## config.mk

```make
export PLATFORM = sky130hd
export DESIGN_NAME = itcm_auto_loader
export DESIGN_NICKNAME = d
export VERILOG_FILES = /design/src/rtl/itcm_auto_loader.sv
export SDC_FILE = /design/constraint.sdc
export NUM_CORES = 1
export LEC_CHECK = 0
export CAP_MARGIN = 20
export CORE_ASPECT_RATIO = 0.7
export CORE_MARGIN = 3
export CORE_UTILIZATION = 43
export DETAILED_ROUTE_END_ITERATION = 10
export MAX_ROUTING_LAYER = met4
export PLACE_DENSITY = 0.8
export REMOVE_ABC_BUFFERS = 1
export SYNTH_ARGS = -nofsm -noshare
export SYNTH_HDL_FRONTEND = slang
export SYNTH_SLANG_ARGS = --single-unit
```

## constraint.sdc

```tcl
create_clock -name HCLK -period 1.9 [get_ports HCLK]
set_input_delay 0.19 -clock HCLK [delete_from_list [all_inputs] [get_ports HCLK]]
set_output_delay 0.19 -clock HCLK [all_outputs]
set_load 0.01 [all_outputs]
```

## src/rtl/itcm_auto_loader.sv

```systemverilog
// itcm_auto_loader
// Boot-time AHB master that copies a flash image into the ITCM before the
// core starts fetching. The flash is read one word at a time with single,
// non-pipelined AHB transfers. Each word is then written through the ITCM
// load port. The block ends in a terminal DONE or ERR state.
//
// Handshakes:
//   AHB    - an address phase (HTRANS_m=NONSEQ) completes on the edge where
//            HREADY_m=1. The data phase completes on the next edge with
//            HREADY_m=1. HRESP_m is only honoured on that edge.
//   ITCM   - itcm_load_wr is the valid. itcm_load_addr and itcm_load_wdata
//            are held stable while itcm_load_wr=1. The write transfers on the
//            edge where itcm_load_wr=1 and itcm_load_ready=1.
//
// Optional feature: define ITCM_AUTO_LOAD_CSUM_EN to add a running checksum
// (load_checksum) of every accepted ITCM write. That build also checks the
// final sum against expected_checksum.
//
// All outputs are registered. The FSM state is held in the enum signal
// 'state' so checkers can bind to it.
module itcm_auto_loader #(
  parameter logic [31:0] FLASH_BASE = 32'h0000_0000,
  parameter int          ITCM_WORDS = 4096,
  parameter int          ITCM_AW    = 12
) (
  input  logic               HCLK,
  input  logic               HRESETn,
  input  logic               load_en,
  output logic [31:0]        HADDR_m,
  output logic [1:0]         HTRANS_m,
  output logic [2:0]         HSIZE_m,
  output logic [2:0]         HBURST_m,
  output logic               HWRITE_m,
  input  logic               HREADY_m,
  input  logic [1:0]         HRESP_m,
  input  logic [31:0]        HRDATA_m,
  output logic               itcm_load_wr,
  output logic [ITCM_AW-1:0] itcm_load_addr,
  output logic [31:0]        itcm_load_wdata,
  input  logic               itcm_load_ready,
  output logic               itcm_auto_load,
  output logic               load_done,
  output logic               load_error
`ifdef ITCM_AUTO_LOAD_CSUM_EN
  ,
  output logic [31:0]        load_checksum,
  input  logic [31:0]        expected_checksum
`endif
);

  localparam logic [1:0] HTRANS_IDLE   = 2'b00;
  localparam logic [1:0] HTRANS_NONSEQ = 2'b10;
  localparam logic [1:0] HRESP_OKAY    = 2'b00;

  // Index of the final word; the counter never goes past it.
  localparam logic [ITCM_AW:0] LAST_CNT = (ITCM_AW+1)'(ITCM_WORDS - 1);

  typedef enum logic [2:0] {
    S_IDLE = 3'd0,
    S_ADDR = 3'd1,
    S_DATA = 3'd2,
    S_WR   = 3'd3,
    S_DONE = 3'd4,
    S_ERR  = 3'd5
  } state_t;

  state_t             state;
  state_t             state_n;
  logic [ITCM_AW:0]   cnt;
  logic [ITCM_AW:0]   cnt_n;
  logic [31:0]        haddr_n;
  logic [1:0]         htrans_n;
  logic               wr_n;
  logic [ITCM_AW-1:0] laddr_n;
  logic [31:0]        wdata_n;
  logic               auto_load_n;
  logic               done_n;
  logic               error_n;
`ifdef ITCM_AUTO_LOAD_CSUM_EN
  logic [31:0]        csum_n;
`endif

  // The transfer shape never changes: single-word reads.
  assign HSIZE_m  = 3'b010;
  assign HBURST_m = 3'b000;
  assign HWRITE_m = 1'b0;

  // Next-state and next-output logic; every register holds by default.
  always_comb begin
    state_n  = state;
    cnt_n    = cnt;
    htrans_n = HTRANS_m;
    wr_n     = itcm_load_wr;
    laddr_n  = itcm_load_addr;
    wdata_n  = itcm_load_wdata;
`ifdef ITCM_AUTO_LOAD_CSUM_EN
    csum_n   = load_checksum;
`endif
    case (state)
      S_IDLE: begin
        if (load_en) begin
          state_n  = S_ADDR;
          htrans_n = HTRANS_NONSEQ;
        end else begin
          state_n  = S_DONE;
        end
      end
      S_ADDR: begin
        if (HREADY_m) begin
          state_n  = S_DATA;
          htrans_n = HTRANS_IDLE;
        end
      end
      S_DATA: begin
        // An ERROR cycle with HREADY_m=0 is only the first half of the
        // two-cycle response, so it is ignored here.
        if (HREADY_m) begin
          if (HRESP_m != HRESP_OKAY) begin
            state_n = S_ERR;
          end else begin
            wdata_n = HRDATA_m;
            laddr_n = cnt[ITCM_AW-1:0];
            wr_n    = 1'b1;
            state_n = S_WR;
          end
        end
      end
      S_WR: begin
        if (itcm_load_ready) begin
          wr_n = 1'b0;
`ifdef ITCM_AUTO_LOAD_CSUM_EN
          csum_n = load_checksum + itcm_load_wdata;
`endif
          if (cnt == LAST_CNT) begin
`ifdef ITCM_AUTO_LOAD_CSUM_EN
            state_n = (csum_n == expected_checksum) ? S_DONE : S_ERR;
`else
            state_n = S_DONE;
`endif
          end else begin
            cnt_n    = cnt + (ITCM_AW+1)'(1);
            state_n  = S_ADDR;
            htrans_n = HTRANS_NONSEQ;
          end
        end
      end
      S_DONE, S_ERR: begin
        // Terminal until reset.
      end
      default: begin
        state_n = S_IDLE;
      end
    endcase

    haddr_n     = FLASH_BASE + 32'({cnt_n, 2'b00});
    auto_load_n = !((state_n == S_DONE) || (state_n == S_ERR));
    done_n      = (state_n == S_DONE) || (state_n == S_ERR);
    error_n     = (state_n == S_ERR);
  end

  // State, counter and every output are registered together.
  always_ff @(posedge HCLK or negedge HRESETn) begin
    if (!HRESETn) begin
      state           <= S_IDLE;
      cnt             <= '0;
      HADDR_m         <= FLASH_BASE;
      HTRANS_m        <= HTRANS_IDLE;
      itcm_load_wr    <= 1'b0;
      itcm_load_addr  <= '0;
      itcm_load_wdata <= '0;
      itcm_auto_load  <= 1'b1;
      load_done       <= 1'b0;
      load_error      <= 1'b0;
`ifdef ITCM_AUTO_LOAD_CSUM_EN
      load_checksum   <= '0;
`endif
    end else begin
      state           <= state_n;
      cnt             <= cnt_n;
      HADDR_m         <= haddr_n;
      HTRANS_m        <= htrans_n;
      itcm_load_wr    <= wr_n;
      itcm_load_addr  <= laddr_n;
      itcm_load_wdata <= wdata_n;
      itcm_auto_load  <= auto_load_n;
      load_done       <= done_n;
      load_error      <= error_n;
`ifdef ITCM_AUTO_LOAD_CSUM_EN
      load_checksum   <= csum_n;
`endif
    end
  end

endmodule

```

# ---- After elaboration in Yosys (flattened, before gate mapping)
# Index checks and enable logic that the tools add are counted.
dict set report word_totals {
  ff_bits 66
  in_bits 39
  output_inout_bits 89
}
dict set report op_classes {
  addsub 1
  eq_ne 14
  mux 19
  bitwise 2
  n_reduce_logical 11
}
# op n
set ops {}
lappend ops {{two-way mux 13 bit} 3}
lappend ops {{two-way mux 3 bit} 6}
lappend ops {{case mux 3 bit (5 select lines)} 1}
lappend ops {{adder 13 x 1 -> 13 bit (second input constant)} 1}
lappend ops {{equality test 13 x 12 -> 1 bit (second input constant)} 1}
lappend ops {{equality test 3 bit (second input constant)} 4}
lappend ops {{!= test 2 bit (second input constant)} 6}
lappend ops {{two-way mux 2 bit} 4}
lappend ops {{equality test 3 x 2 -> 1 bit (second input constant)} 2}
lappend ops {{case mux 2 bit (3 select lines)} 1}
lappend ops {{AND reduction 3 bit} 2}
lappend ops {{AND reduction 5 bit} 1}
lappend ops {{AND reduction 4 bit} 1}
lappend ops {{nonzero test 2 bit} 2}
lappend ops {{equality test 3 x 1 -> 1 bit (second input constant)} 1}
lappend ops {{logical NOT 3 bit} 1}
lappend ops {{two-way mux 1 bit} 3}
lappend ops {{nonzero test 3 bit} 1}
lappend ops {{inverter 1 bit} 2}
lappend ops {{case mux 1 bit (2 select lines)} 1}
lappend ops {{OR reduction 2 bit} 1}
lappend ops {{logical NOT 1 bit} 1}
lappend ops {{logical OR 1 bit} 1}

# ---- Longest topological paths before layout
dict set report depth {
  depth_word 7
  ltp_mapped 7
}

# ---- Worst setup path before layout
# No wires, ideal clock.
dict set report synth_timing {
  path_type {register to register}
  start {reg, netlist name HADDR_m[2]}
  end {reg HADDR_m[12]}
  setup_time_ns 0.125
  arrival_time_ns 1.577
  setup_slack_ns 0.198
  stages_incl_launch_ff 6
  path_cell_list {dfrtp_1 ha_1 nand3_1 or2_1 nor3_1 mux2_2}
}
# element line_no
set synth_rtl {}
lappend synth_rtl {{end signal: assignment} 180} ;# HADDR_m <= haddr_n;
lappend synth_rtl {{end: declaration} 29} ;# output logic [31:0] HADDR_m,

# ---- Worst setup path after layout
dict set report layout_timing {
  start {reg state[2]}
  end {reg itcm_load_wdata[24]}
}
dict set report layout_via {
  elab_chain_len 2
}
# element line_no
set layout_rtl {}
lappend layout_rtl {{start: declaration} 67} ;# state_t state;
lappend layout_rtl {{start signal: assignment} 178} ;# state <= state_n;
lappend layout_rtl {{equality test 3 x 2 -> 1 bit} 99} ;# case (state)
lappend layout_rtl {{AND reduction 3 bit (no source line)} --}
lappend layout_rtl {{end signal: assignment} 184} ;# itcm_load_wdata <= wdata_n;
lappend layout_rtl {{end: declaration} 39} ;# output logic [31:0] itcm_load_wdata,
# No other way between the ends.
# A chain may end at the register's enable or synchronous reset.

==> impl_metrics.json <==
{
  "status": "finished clean",
  "fill_cells": 510,
  "synth-edff-count": 0,
  "n_antenna_cell": 0,
  "ant_nets": 0,
  "cts.sinks": 65,
  "ys_ff_latch": 65,
  "intPower_mw": 3.054,
  "vias_per_cell": 4.641,
  "cellPowerDensity_mw_per_mm2": 901.7,
  "min_period_ps": 1796,
  "crit_type": "reg -> reg",
  "dieArea_mm2": 0.008269,
  "drive_gt1_share_pct": 23.70,
  "cts_tree": "built",
  "antenna_found_initial": 0,
  "synth_area_leaders": "dfrtp_1 52%, mux2_4 18%, buf_4 6.5%",
  "wl_per_cell_um": 14.66,
  "setup_viol": 0,
  "vdd_drop_max_v": 0.0005541,
  "p_leak_nw": 2.166,
  "synth_top_area_share_pct": 51.74,
  "worstPathRequired_ps": 2110,
  "synth_cell_types": 43,
  "synth.most_common_cell": "dfrtp_1",
  "initial_core_util_pct": 45.19,
  "cts_root_buf": "clkbuf_8",
  "drtIter0Drc": 79,
  "postPlaceCellArea_mm2": 0.004150,
  "slew_headroom_pct": 66.08,
  "die_w_um": 107.4,
  "rows": 25,
  "hold_class": "in -> async",
  "grt_pass1_wl_um": 10830,
  "grt_pass1_vias": 2171,
  "clk_pin_slew_worst_paths_ps": 70,
  "endpoint_kind": "flip-flop",
  "async_reset_ff_share_pct": 100.0,
  "power_switching_uw": 930.2,
  "finalWorstSetupSlack_ps": 104.4,
  "syn2layout_area_growth_pct": 42.72,
  "drt_drc_violations_left": 0,
  "dr_total_vias": 2042,
  "synth_area_mm2": 0.003095,
  "final_hold_viol_count": 0,
  "ys.flop_type": "dfrtp_1",
  "synth_warnings": 0,
  "syn_inst": 223,
  "seq_power_share_pct": 41.1,
  "core_mm2": 0.006850,
  "hpwl_um": 4698,
  "fmax_mhz": 556.9,
  "final_max_slew_viol_count": 0,
  "cts_htree_levels": 3,
  "maxCapViolations": 0,
  "drt-total-wl_um": 6449,
  "cp-start-kind": "flip-flop",
  "drt_first_pass_iters": 5,
  "pwr-share-comb_pct": 21.2,
  "nNetsFinal": 381,
  "fp.dieH_um": 76.99,
  "fin_area_mm2": 0.004418,
  "clkLatencyLatePin_ps": 330,
  "avgSynthCellArea_um2": 13.88,
  "rsz0062_at_grt": "false",
  "clock_path_buffers": 2,
  "io_buffers": 100,
  "swShare_pct": 23.35,
  "crit_arrival_ps": 2010,
  "ys_seq_area_share_pct": 52.59,
  "post-route-period-util_pct": 94.51,
  "overflow": 0,
  "dpl_worst_slack_ps": -64.03,
  "synth_top_area_cell": "dfrtp_1",
  "numCtsBuffers": 9,
  "worst_slew_pin_slew_ps": 504.9,
  "clockPowerShare_pct": 37.7,
  "gp_congestion": 0.8287,
  "io_pins": 128,
  "grt_max_degree": 66,
  "clock_skew_ps": 5.630,
  "grt_use_total_pct": 17.26,
  "yosys-top-cells-count": "64 x dfrtp_1, 37 x mux2_4, 27 x buf_4",
  "rrSetupSlack_ps": 100,
  "cp_max_fo": 26
}
==> power by group through the flow <==
stage / combinational (mW) / clock (mW) / sequential [mW]
2_1_floorplan: 0.247 / 0 / 1.76
3_3_place_gp: 0.820 / 0 / 1.66
6_report: 0.845 / 1.50 / 1.64
5_1_grt: 0.916 / 1.60 / 1.66
4_1_cts: 0.851 / 1.54 / 1.64
3_5_place_dp: 0.843 / 0 / 1.66
==> cells by family after synthesis <==
group | share of synthesized area [%]
and+or+nand+nor | 8.327
xor gates and xnor gates | 2.547
other | 0.2426
AOI/OAI and AO/OA | 3.719
buffers and inverters | 10.67
adders and majority gates | 0.4041
DFF | 52.59
muxes | 21.50
==> layout make-up <==
type / count / area, um2 / share of cell area [%]
clock buffers: 10 / 127.6 / 2.889
clock inverters: 6 / 130.1 / 2.945
inverters: 7 / 26.28 / 0.5947
multi-input cells: 142 / 1232 / 27.90
flip-flops and latches: 65 / 1628 / 36.85
well taps: 94 / 117.6 / 2.662
repair buffers: 116 / 1156 / 26.17
==> timing repair <==
item / 4_1_cts / 5_1_grt
endpoints found under the hold margin: 64 / 0
hold buffers: 1 / 0
setup buffers: 0 / 0
gates resized for setup: 0 / 0
==> worst paths after layout <==
check,from,endpoint,cells past startpoint
worst max register to register,state[2]$_DFF_PN0_,itcm_load_wdata[24]$_DFFE_PN0P_,4
min in group HCLK,HRDATA_m[31],itcm_load_wdata[31]$_DFFE_PN0P_,2
worst min register to register,itcm_load_addr[8]$_DFFE_PN0P_,itcm_load_addr[8]$_DFFE_PN0P_,2
max in group asynchronous,HRESETn,itcm_auto_load$_DFF_PN1_,3
worst min-delay path,HRESETn,itcm_load_wdata[1]$_DFFE_PN0P_,3
worst max-delay path,state[2]$_DFF_PN0_,itcm_load_wdata[24]$_DFFE_PN0P_,4
==> per-stage QoR <==
step           power, mW  utilization [%]  cells  setup TNS [ps]  hold slack (ps)
6_report           3.984            64.49    440               0            409.8
5_1_grt            4.178            64.49    440               0            431.8
4_1_cts            4.028            64.49    440               0            413.5
3_5_place_dp       2.505            60.58    423           -1896            239.3
3_3_place_gp       2.478            60.58    423           -1252            232.5
2_1_floorplan      2.004                -    214          -32140           -105.6
==> cell usage in the layout (no fill, tap or decap), drive strengths merged, types with 3 or more instances in the layout <==
master	netlist	routed
bufinv	0	4
clkdlybuf4s50	0	99
nand2	9	9
conb	2	27
xor2	6	6
nor2	7	7
nand3	4	4
inv	7	7
a21oi	6	6
nor3	5	5
mux2	45	45
buf	33	16
clkbuf	1	10
o21ai	3	3
xnor2	3	3
dfrtp	64	64
==> worst max-delay path: stages, from the launching register on <==
cell,delay (ps)
dfrtp_1,440
nand4bb_1,210
or3_2,500
buf_12,210
mux2_4,310
==> metal layers <==
layer	vias up	routed length [um]	part of all wire, %	track usage (%)
met5	-	0	0	-
met4	0	51	0.79	4.161
met3	6	529	8.2	6.140
met2	83	3008	47	26.78
met1	996	2860	44	21.79
li1	957	-	-	-
==> flip-flops by register name (all words and copies together), names as in the netlist <==
name and flops:
HADDR_m 13, HTRANS_m 1, itcm_auto_load 1, itcm_load_addr 12, itcm_load_wdata 32, itcm_load_wr 1, load_done 1, load_error 1
state 3
Note: power is estimated with default switching activity, not from simulation.
